File: src/rtl/secded_decoder.sv
// SECDED (72,64) check matrix plus a pipelined receive-side decoder with saturating error counters.
package SECDED_ECC_pkg;
  // Data columns: all weight-3 bytes in ascending order, then the first eight weight-5 bytes.
  // Odd-weight, distinct, and never weight 1, so every double error gives an even nonzero
  // syndrome that matches no column.
  function automatic logic [63:0][7:0] gen_cols();
    logic [63:0][7:0] c;
    logic [7:0]       b;
    int               n;
    c = '0;
    n = 0;
    for (int w = 3; w <= 5; w += 2) begin
      for (int v = 0; v < 256; v++) begin
        b = 8'(v);
        if ($countones(b) == w && n < 64) begin
          c[n[5:0]] = b;
          n++;
        end
      end
    end
    return c;
  endfunction

  localparam logic [63:0][7:0] H_COLS = gen_cols();

  // Check bits of a 64-bit data word.
  function automatic logic [7:0] mega_xor(input logic [63:0] d);
    logic [7:0] s;
    s = '0;
    for (int i = 0; i < 64; i++)
      if (d[i[5:0]]) s ^= H_COLS[i[5:0]];
    return s;
  endfunction

  typedef struct packed {
    logic [63:0] data;
    logic [7:0]  syn;
    logic        ce;
    logic        ue;
    logic [6:0]  pos;
  } dec_rsp_t;
endpackage

module secded_decoder
  import SECDED_ECC_pkg::*;
#(
  parameter int CNT_W    = 16,
  parameter bit PIPE_OUT = 1'b1
) (
  input  logic             clk,
  input  logic             rst,
  secded_if.slave          bus,
  input  logic             cnt_clr,
  output logic [CNT_W-1:0] ce_count,
  output logic [CNT_W-1:0] ue_count
);

  logic        s1_vld_q, s1_vld_d;
  logic [71:0] s1_code_q, s1_code_d;
  logic [7:0]  s1_syn_q, s1_syn_d;
  logic        s1_adv, out_adv, out_fire;
  dec_rsp_t    cls;

  assign s1_adv      = !s1_vld_q | out_adv;
  assign bus.in_ready = s1_adv;

  // Stage 1: capture the codeword and its syndrome on accept, hold otherwise.
  always_comb begin
    s1_vld_d  = s1_vld_q;
    s1_code_d = s1_code_q;
    s1_syn_d  = s1_syn_q;
    if (s1_adv) begin
      s1_vld_d = bus.in_valid;
      if (bus.in_valid) begin
        s1_code_d = bus.code_in;
        s1_syn_d  = mega_xor(bus.code_in[63:0]) ^ bus.code_in[71:64];
      end
    end
  end

  // Stage 1 registers.
  always_ff @(posedge clk) begin
    if (rst) begin
      s1_vld_q  <= 1'b0;
      s1_code_q <= '0;
      s1_syn_q  <= '0;
    end else begin
      s1_vld_q  <= s1_vld_d;
      s1_code_q <= s1_code_d;
      s1_syn_q  <= s1_syn_d;
    end
  end

  // Classify the stage-1 syndrome: clean, single (data or check column), or uncorrectable.
  always_comb begin
    cls.data = s1_code_q[63:0];
    cls.syn  = s1_syn_q;
    cls.ce   = 1'b0;
    cls.ue   = 1'b0;
    cls.pos  = '0;
    if (s1_syn_q != 8'h00) begin
      for (int k = 0; k < 64; k++) begin
        if (s1_syn_q == H_COLS[k[5:0]]) begin
          cls.ce   = 1'b1;
          cls.pos  = 7'(k);
          cls.data = s1_code_q[63:0] ^ (64'd1 << k);
        end
      end
      for (int j = 0; j < 8; j++) begin
        if (s1_syn_q == (8'd1 << j)) begin
          cls.ce  = 1'b1;
          cls.pos = 7'(64 + j);
        end
      end
      cls.ue = !cls.ce;
    end
  end

  if (PIPE_OUT) begin : g_reg
    logic     o_vld_q, o_vld_d;
    dec_rsp_t o_q, o_d;

    assign out_adv = !o_vld_q | bus.out_ready;

    // Output stage: take the classified word when empty or draining, hold while stalled.
    always_comb begin
      o_vld_d = o_vld_q;
      o_d     = o_q;
      if (out_adv) begin
        o_vld_d = s1_vld_q;
        if (s1_vld_q) o_d = cls;
      end
    end

    // Output stage registers.
    always_ff @(posedge clk) begin
      if (rst) begin
        o_vld_q <= 1'b0;
        o_q     <= '0;
      end else begin
        o_vld_q <= o_vld_d;
        o_q     <= o_d;
      end
    end

    assign bus.out_valid = o_vld_q;
    assign bus.data_out  = o_q.data;
    assign bus.syndrome  = o_q.syn;
    assign bus.err_ce    = o_q.ce;
    assign bus.err_ue    = o_q.ue;
    assign bus.err_pos   = o_q.pos;
  end else begin : g_comb
    // Stage 1 drives the outputs directly; it frees up when downstream takes the word.
    assign out_adv       = bus.out_ready;
    assign bus.out_valid = s1_vld_q;
    assign bus.data_out  = cls.data;
    assign bus.syndrome  = cls.syn;
    assign bus.err_ce    = cls.ce;
    assign bus.err_ue    = cls.ue;
    assign bus.err_pos   = cls.pos;
  end

  logic [CNT_W-1:0] ce_q, ce_d, ue_q, ue_d;

  assign out_fire = bus.out_valid & bus.out_ready;

  // Counters bump once per output transfer, saturate, and clear takes priority.
  always_comb begin
    ce_d = ce_q;
    ue_d = ue_q;
    if (cnt_clr) begin
      ce_d = '0;
      ue_d = '0;
    end else if (out_fire) begin
      if (bus.err_ce && ce_q != '1) ce_d = ce_q + 1'b1;
      if (bus.err_ue && ue_q != '1) ue_d = ue_q + 1'b1;
    end
  end

  // Counter registers.
  always_ff @(posedge clk) begin
    if (rst) begin
      ce_q <= '0;
      ue_q <= '0;
    end else begin
      ce_q <= ce_d;
      ue_q <= ue_d;
    end
  end

  assign ce_count = ce_q;
  assign ue_count = ue_q;

endmodule

File: src/rtl/secded_if.sv
// Handshake and result bus between a codeword source, the SECDED decoder and its consumer.
interface secded_if;
  logic        in_valid;
  logic        in_ready;
  logic [71:0] code_in;
  logic        out_valid;
  logic        out_ready;
  logic [63:0] data_out;
  logic [7:0]  syndrome;
  logic        err_ce;
  logic        err_ue;
  logic [6:0]  err_pos;

  // decoder side
  modport slave (
    input  in_valid, code_in, out_ready,
    output in_ready, out_valid, data_out, syndrome, err_ce, err_ue, err_pos
  );

  // source/sink side
  modport master (
    output in_valid, code_in, out_ready,
    input  in_ready, out_valid, data_out, syndrome, err_ce, err_ue, err_pos
  );
endinterface

File: src/flat_wrapper.sv
// flat-port wrapper written by rule: the top's interface ports become plain ports
module secded_decoder_flat import SECDED_ECC_pkg::*;
#(
  parameter int CNT_W    = 16,
  parameter bit PIPE_OUT = 1'b1
)
  (clk, rst, cnt_clr, ce_count, ue_count, bus_in_valid, bus_code_in, bus_out_ready, bus_in_ready, bus_out_valid, bus_data_out, bus_syndrome, bus_err_ce, bus_err_ue, bus_err_pos);
  secded_if bus_i ();
  input  logic clk;
  input  logic rst;
  input  logic cnt_clr;
  output logic [CNT_W-1:0] ce_count;
  output logic [CNT_W-1:0] ue_count;
  input wire logic [$bits(bus_i.in_valid)-1:0] bus_in_valid;
  input wire logic [$bits(bus_i.code_in)-1:0] bus_code_in;
  input wire logic [$bits(bus_i.out_ready)-1:0] bus_out_ready;
  output wire logic [$bits(bus_i.in_ready)-1:0] bus_in_ready;
  output wire logic [$bits(bus_i.out_valid)-1:0] bus_out_valid;
  output wire logic [$bits(bus_i.data_out)-1:0] bus_data_out;
  output wire logic [$bits(bus_i.syndrome)-1:0] bus_syndrome;
  output wire logic [$bits(bus_i.err_ce)-1:0] bus_err_ce;
  output wire logic [$bits(bus_i.err_ue)-1:0] bus_err_ue;
  output wire logic [$bits(bus_i.err_pos)-1:0] bus_err_pos;
  assign bus_i.in_valid = bus_in_valid;
  assign bus_i.code_in = bus_code_in;
  assign bus_i.out_ready = bus_out_ready;
  assign bus_in_ready = bus_i.in_ready;
  assign bus_out_valid = bus_i.out_valid;
  assign bus_data_out = bus_i.data_out;
  assign bus_syndrome = bus_i.syndrome;
  assign bus_err_ce = bus_i.err_ce;
  assign bus_err_ue = bus_i.err_ue;
  assign bus_err_pos = bus_i.err_pos;
  secded_decoder #(.CNT_W(CNT_W), .PIPE_OUT(PIPE_OUT)) u_core (.clk(clk), .rst(rst), .bus(bus_i), .cnt_clr(cnt_clr), .ce_count(ce_count), .ue_count(ue_count));
endmodule
File: config.mk
export PLATFORM = sky130hd
export DESIGN_NAME = secded_decoder_flat
export DESIGN_NICKNAME = d
export VERILOG_FILES = /design/src/rtl/secded_decoder.sv /design/src/rtl/secded_if.sv /design/src/flat_wrapper.sv
export SDC_FILE = /design/constraint.sdc
export NUM_CORES = 1
export LEC_CHECK = 0
export ABC_AREA = 1
export CAP_MARGIN = 20
export CORE_ASPECT_RATIO = 0.75
export CORE_MARGIN = 2
export CORE_UTILIZATION = 48
export DETAILED_ROUTE_END_ITERATION = 6
export PLACE_DENSITY = 0.85
export SLEW_MARGIN = 20
export SYNTH_ARGS = -nofsm -noshare
export SYNTH_HDL_FRONTEND = slang
export SYNTH_SLANG_ARGS = --single-unit
File: constraint.sdc
create_clock -name clk -period 2.2 [get_ports clk]
set_input_delay 0.66 -clock clk [delete_from_list [all_inputs] [get_ports clk]]
set_output_delay 0.66 -clock clk [all_outputs]
set_load 0.1 [all_outputs]
== Word level (Yosys, flattened, before mapping) ==
Index checks and enable logic that the tools add are counted.

* Bits in registers: 187
* Input port bits: 77
* Output and inout port bits: 115

* Add/subtract/negate cells: 2
* Equal/unequal tests: 74
* Mux-type cells: 402
* Bitwise operators: 131
* Reductions and logical operators: 11

{| class="wikitable"
|+ Operators by type and width
! operator !! count
|-
| $mux 8 || 150
|-
| $mux 6 || 48
|-
| $mux 7 || 26
|-
| $eq 8x8->1 const B || 22
|-
| $not 3->3 || 55
|-
| $eq 8x7->1 const B || 18
|-
| $eq 8x6->1 const B || 16
|-
| $mux 64 || 2
|-
| $mux 5 || 24
|-
| $mux 1 || 75
|-
| $eq 8x5->1 const B || 8
|-
| $not 1->1 || 64
|-
| $mux 63 || 1
|-
| $mux 62 || 1
|-
| $mux 61 || 1
|-
| $mux 60 || 1
|-
| $mux 59 || 1
|-
| $mux 58 || 1
|-
| $mux 57 || 1
|-
| $mux 56 || 1
|-
| $mux 55 || 1
|-
| $mux 54 || 1
|-
| $mux 53 || 1
|-
| $mux 52 || 1
|-
| 61 further kinds || 100
|}

== Depth between registers and ports, before layout ==
* Word-level depth: 257
* Depth in mapped cells: 20
* Depth with buffers taken out: 20

== Worst setup path before layout ==
No wires, ideal clock.

* Path kind: flip-flop to flip-flop
* Start: register u_core.g_reg.o_vld_q (netlist: u_core.bus.out_valid)
* End: register u_core.s1_code_q[59]
* Setup time: 0.116 ns
* Arrival: 3.129 ns
* Required time: 2.084 ns
* Path slack: -1.045 ns
* Cell stages (with the launch flop): 8
* Path buffers: 2
* Path through: dfxtp_1 > nand3_1 > nand2_1 > inv_1 > clkbuf_1 > clkbuf_1 > nor2_1 > nor2_1

* Longest elaborated chain between the ends: 4

{| class="wikitable"
|+ RTL lines
! what !! line !! text
|-
| from (decl) || secded_decoder.sv:120 || <nowiki>logic o_vld_q, o_vld_d;</nowiki>
|-
| from (signal assigned) || secded_decoder.sv:141 || <nowiki>o_vld_q <= o_vld_d;</nowiki>
|-
| $logic_not 1->1 || secded_decoder.sv:123 || <nowiki>assign out_adv = !o_vld_q | bus.out_ready;</nowiki>
|-
| $or 1x1->1 || secded_decoder.sv:123 ||
|-
| $or 1x1->1 || secded_decoder.sv:64 || <nowiki>assign s1_adv = !s1_vld_q | out_adv;</nowiki>
|-
| via bus_in_ready || flat_wrapper.sv:17 || <nowiki>output wire logic [$bits(bus_i.in_ready)-1:0] bus_in_ready;</nowiki>
|-
| $reduce_and 2->1 (no source line) || -- ||
|-
| to (signal assigned) || secded_decoder.sv:89 || <nowiki>s1_code_q <= s1_code_d;</nowiki>
|-
| to (decl) || secded_decoder.sv:59 || <nowiki>logic [71:0] s1_code_q, s1_code_d;</nowiki>
|}

The timed path passes the listed nets, and every way through them passes these cells.
A chain may end at the register's enable or synchronous reset.

== Final worst setup path ==
* Start: register u_core.s1_syn_q[1]
* End: register u_core.g_reg.o_q, in the netlist u_core.bus.err_pos[1]

* Longest elaborated chain between the ends: 72
* Elaborated cells on any way between the ends: 142
* Classes of those cells: eq/ne: 70; mux: 71; reduce/logical: 1

{| class="wikitable"
|+ RTL lines
! what !! line !! text
|-
| from (decl) || secded_decoder.sv:60 || <nowiki>logic [7:0] s1_syn_q, s1_syn_d;</nowiki>
|-
| from (signal assigned) || secded_decoder.sv:90 || <nowiki>s1_syn_q <= s1_syn_d;</nowiki>
|-
| $eq 8x4->1 || secded_decoder.sv:103 || <nowiki>if (s1_syn_q == H_COLS[k[5:0]]) begin</nowiki>
|-
| $mux 2 (2 in series) || secded_decoder.sv:103 ||
|-
| $mux 3 (4 in series) || secded_decoder.sv:103 ||
|-
| $mux 4 (8 in series) || secded_decoder.sv:103 ||
|-
| $mux 5 (16 in series) || secded_decoder.sv:103 ||
|-
| $mux 6 (32 in series) || secded_decoder.sv:103 ||
|-
| $mux 7 (8 in series) || secded_decoder.sv:110 || <nowiki>if (s1_syn_q == (8'd1 << j)) begin</nowiki>
|-
| $mux 9 * || secded_decoder.sv:101 || <nowiki>if (s1_syn_q != 8'h00) begin</nowiki>
|-
| to (signal assigned) || secded_decoder.sv:139 || <nowiki>o_q <= '0;</nowiki>
|-
| to (signal assigned) || secded_decoder.sv:142 || <nowiki>o_q <= o_d;</nowiki>
|-
| to (decl) || secded_decoder.sv:121 || <nowiki>dec_rsp_t o_q, o_d;</nowiki>
|}

Every way passes the cells marked *; elsewhere a longest branch is shown, timed or not.

==> results by group <==
Detailed routing
  • Vias: 11954
  • Via density: 5.42
  • Drt wl/cell: 18.4 µm
  • Initial DRT Pass Iterations: 6
  • 1st-iter DRT viols: 1381
  • Detail Route Antenna Nets: 0
  • # DRC: 0
  • Drt total wl: 40600 µm

Clock tree
  • Max Root-Sink Buffers: 2
  • CTS H-tree lvls: 4
  • Clk Latency, worst-skew pair: 0.44 ns
  • Clock root cell: clkbuf_16
  • Reg clk slew, reported paths: 0.08 ns
  • Hold-fix buffers at CTS: 0
  • CTS tree: done
  • Cts bufs inserted: 17
  • # clock sinks: 187

Layout
  • # fillers: 1364
  • Layout cells sized above 1: 0.344
  • Final cell count without fillers: 2204
  • Nets@finish: 1982
  • P&R area growth vs syn: 62.0%
  • Diodes inserted: 0
  • Post-route cell area: 16600 µm²

GRT
  • First-pass GRT wire length: 57400 µm
  • GR peak layer: met2
  • Met2 usage: 0.539
  • Total global routing overflow: 0
  • GR Util met1: 0.432
  • GRT met3 Usage: 0.0654
  • Initial antenna violation count: 0
  • Total track usage: 0.326
  • Number of global-route vias before repair: 10920
  • Largest net degree at the start of global routing: 44

Synthesis
  • Synth Warn #: 0
  • Leading post-synthesis cells by cell area: dfxtp_1 36%, nor2_1 13%, xnor2_1 11%, xor2_1 8.3%, o21ai_0 6.2%
  • Post-synth top area share: 0.365
  • Netlist cell types: 36
  • Number of synthesized register bits: 187
  • Number of synthesized flops with an enable pin: 0
  • Post-Synthesis Cell Area: 10300 µm²
  • Ys async rst share: 0
  • Most common cell in the netlist: nor2_1
  • Cells after synthesis: 1450
  • Seq/Total Area, Yosys: 0.365
  • Area leader, netlist: dfxtp_1
  • Most frequent cells after synthesis: 346 x nor2_1, 187 x dfxtp_1, 148 x inv_1
  • Syn Nets: 1529
  • Syn avg cell area: 7.08 µm²
  • Post-synth top flop: dfxtp_1

Critical path
  • Critical Path Source Type: flip-flop
  • CP max stage delay: 0.36 ns
  • Critical path endpoint category: flip-flop
  • Cell breakdown of the critical path: buf_6 > nand2_4 > nor2_2 > nand2_2 > nand2_2 > nor2_2 > nand3_1 > nor4_1 > nand4_1 > nor3_2 > nand3_1 > nor2_1 > nand4_1 > nor2_1 > nand4_1 > nand2_1 > a21oi_1
  • Most used cell, CP: nand4_1
  • Critical path type: reg -> reg
  • CP Max Fanout: 4
  • Critical Path RT: 2.52 ns
  • Crit path arrival time: 2.94 ns
  • CP max-delay cell: dfxtp_4

STA
  • Max frequency: 381 MHz
  • Final Hold Slack: 0.472 ns
  • Hold Vio Cnt, Final: 0
  • Slew @ Worst Pin: 0.523 ns
  • RSZ-0062 raised after global routing: true
  • Final WS setup: -0.424 ns
  • Post-layout min period: 2.62 ns
  • Crit share post-route: 1.19
  • Final setup fails: 11
  • Slew HR: 0.651
  • Final Slew Violations: 0
  • Post-route setup TNS: -1.49 ns
  • Final Skew: 0.0130 ns

Flow run
  • Max cap viols: 0

Floorplan
  • I/O pin count: 192
  • Core ar.: 21100 µm²
  • Die Ht: 131 µm
  • Die width: 173 µm
  • DIE AREA: 22600 µm²
  • Row count: 46
  • Initial core utilization: 0.487

Status
  • Failing checks: setup timing
  • Status: complete, but fails checks

Place
  • Placed Area: 15000 µm²
  • Hpwl dp: 30000 µm
  • # port buffers: 191
  • Place WS: -0.654 ns
  • Gpl congestion: 1.01
  • Placed insts: 2140

Power and ir drop
  • Pleak: 7.80 nW
  • VDD IR max: 0.000628 V
  • Power per cell area: 762 nW/µm²

Hold path
  • Hold Crit Class: reg -> reg
## registers in the layout, indices dropped and copies added (netlist names)
signal,cells
u_core.bus.err_ue,1
u_core.bus.syndrome,8
u_core.s1_vld_q,1
u_core.ue_count,16
u_core.bus.err_pos,7
u_core.ce_count,16
u_core.bus.out_valid,1
u_core.bus.err_ce,1
u_core.s1_code_q,64
u_core.s1_syn_q,8
u_core.bus.data_out,64
## through the flow
| step | total power, mW | utilization |
|---|---|---|
| global placement | 8.77 | 0.711 |
| detailed placement | 8.87 | 0.711 |
| floorplan | 6.71 | - |
| finish | 12.7 | 0.789 |
| CTS | 12.1 | 0.753 |
| global route | 13.1 | 0.789 |
## layout by cell type, fill, tap and decap left out, types with 11 or more instances in the layout
cell type	count
buf_6	15
o221ai_1	30
nand2_2	11
nor3_2	13
nor2_2	24
o21ai_0	123
xnor2_1	110
clkdlybuf4s50_1	47
buf_12	69
nor3_1	11
dfxtp_2	34
inv_2	29
dfxtp_1	145
clkbuf_16	17
nand3_1	14
buf_4	332
nand4_1	17
xor2_2	11
dlymetal6s2s_1	19
inv_1	134
nand2_1	124
nor2_1	313
a21oi_1	53
xnor2_2	17
xor2_1	87
## final timing paths
kind	start	endpoint	slack, ns	depth (start not counted)
worst min register to register	u_core.ue_count[4]	u_core.ue_count[4]	0.47	1
worst max register to register	u_core.s1_syn_q[1]	u_core.bus.err_pos[1]	-0.42	17
worst max-delay path	u_core.s1_syn_q[1]	u_core.bus.err_pos[1]	-0.42	17
worst min-delay path	u_core.ue_count[4]	u_core.ue_count[4]	0.47	1
## routing by layer
| metal | vias up | routed length [µm] |
|---|---|---|
| met5 | - | 0 |
| met4 | 0 | 1350 |
| met3 | 135 | 4030 |
| met2 | 768 | 18700 |
| met1 | 5538 | 16500 |
| li1 | 5513 | - |
## power by group
part | internal, mW | switching, mW | total (mW)
Sequential | 3.67 | 0.350 | 4.02
Clock | 1.52 | 1.52 | 3.05
Combinational | 2.40 | 3.20 | 5.60
## worst max-delay path, delay by kind of cell, from the launching register on
family,cells,cell delay [ns]
AND/OR/NAND/NOR,15,1.96
flip-flops,1,0.36
buffers and inverters,1,0.13
AO/OA/AOI/OAI,1,0.06
## cell families (layout without fill, tap and decap cells)
group                    Yosys count  in the layout  share of synthesized area
AND/OR/NAND/NOR                  576            576                      0.226
buffers and inverters            232            698                     0.0854
AO/OA/AOI/OAI                    228            228                      0.127
XOR/XNOR                         225            225                      0.194
flip-flops                       187            187                      0.365
adder cells (fa/ha/maj)            2              2                    0.00244
## cell type report
class / count / area, µm² / share of cell area
Multi-Input combinational cell: 1031 / 6360 / 0.383
Clock inverter: 14 / 154 / 0.00926
Tap cell: 288 / 360 / 0.0217
Clock buffer: 18 / 429 / 0.0258
Sequential cell: 187 / 3820 / 0.230
Inverter: 174 / 679 / 0.0409
Timing Repair Buffer: 492 / 4820 / 0.290
## what timing repair did
item	in CTS	in global routing
gates resized for setup	76	161
pin swaps	22	74
buffers inserted	7	26
endpoints found under the hold margin	0	0
endpoints found under the setup margin	19	27
Power figures use the tool's default switching activity.
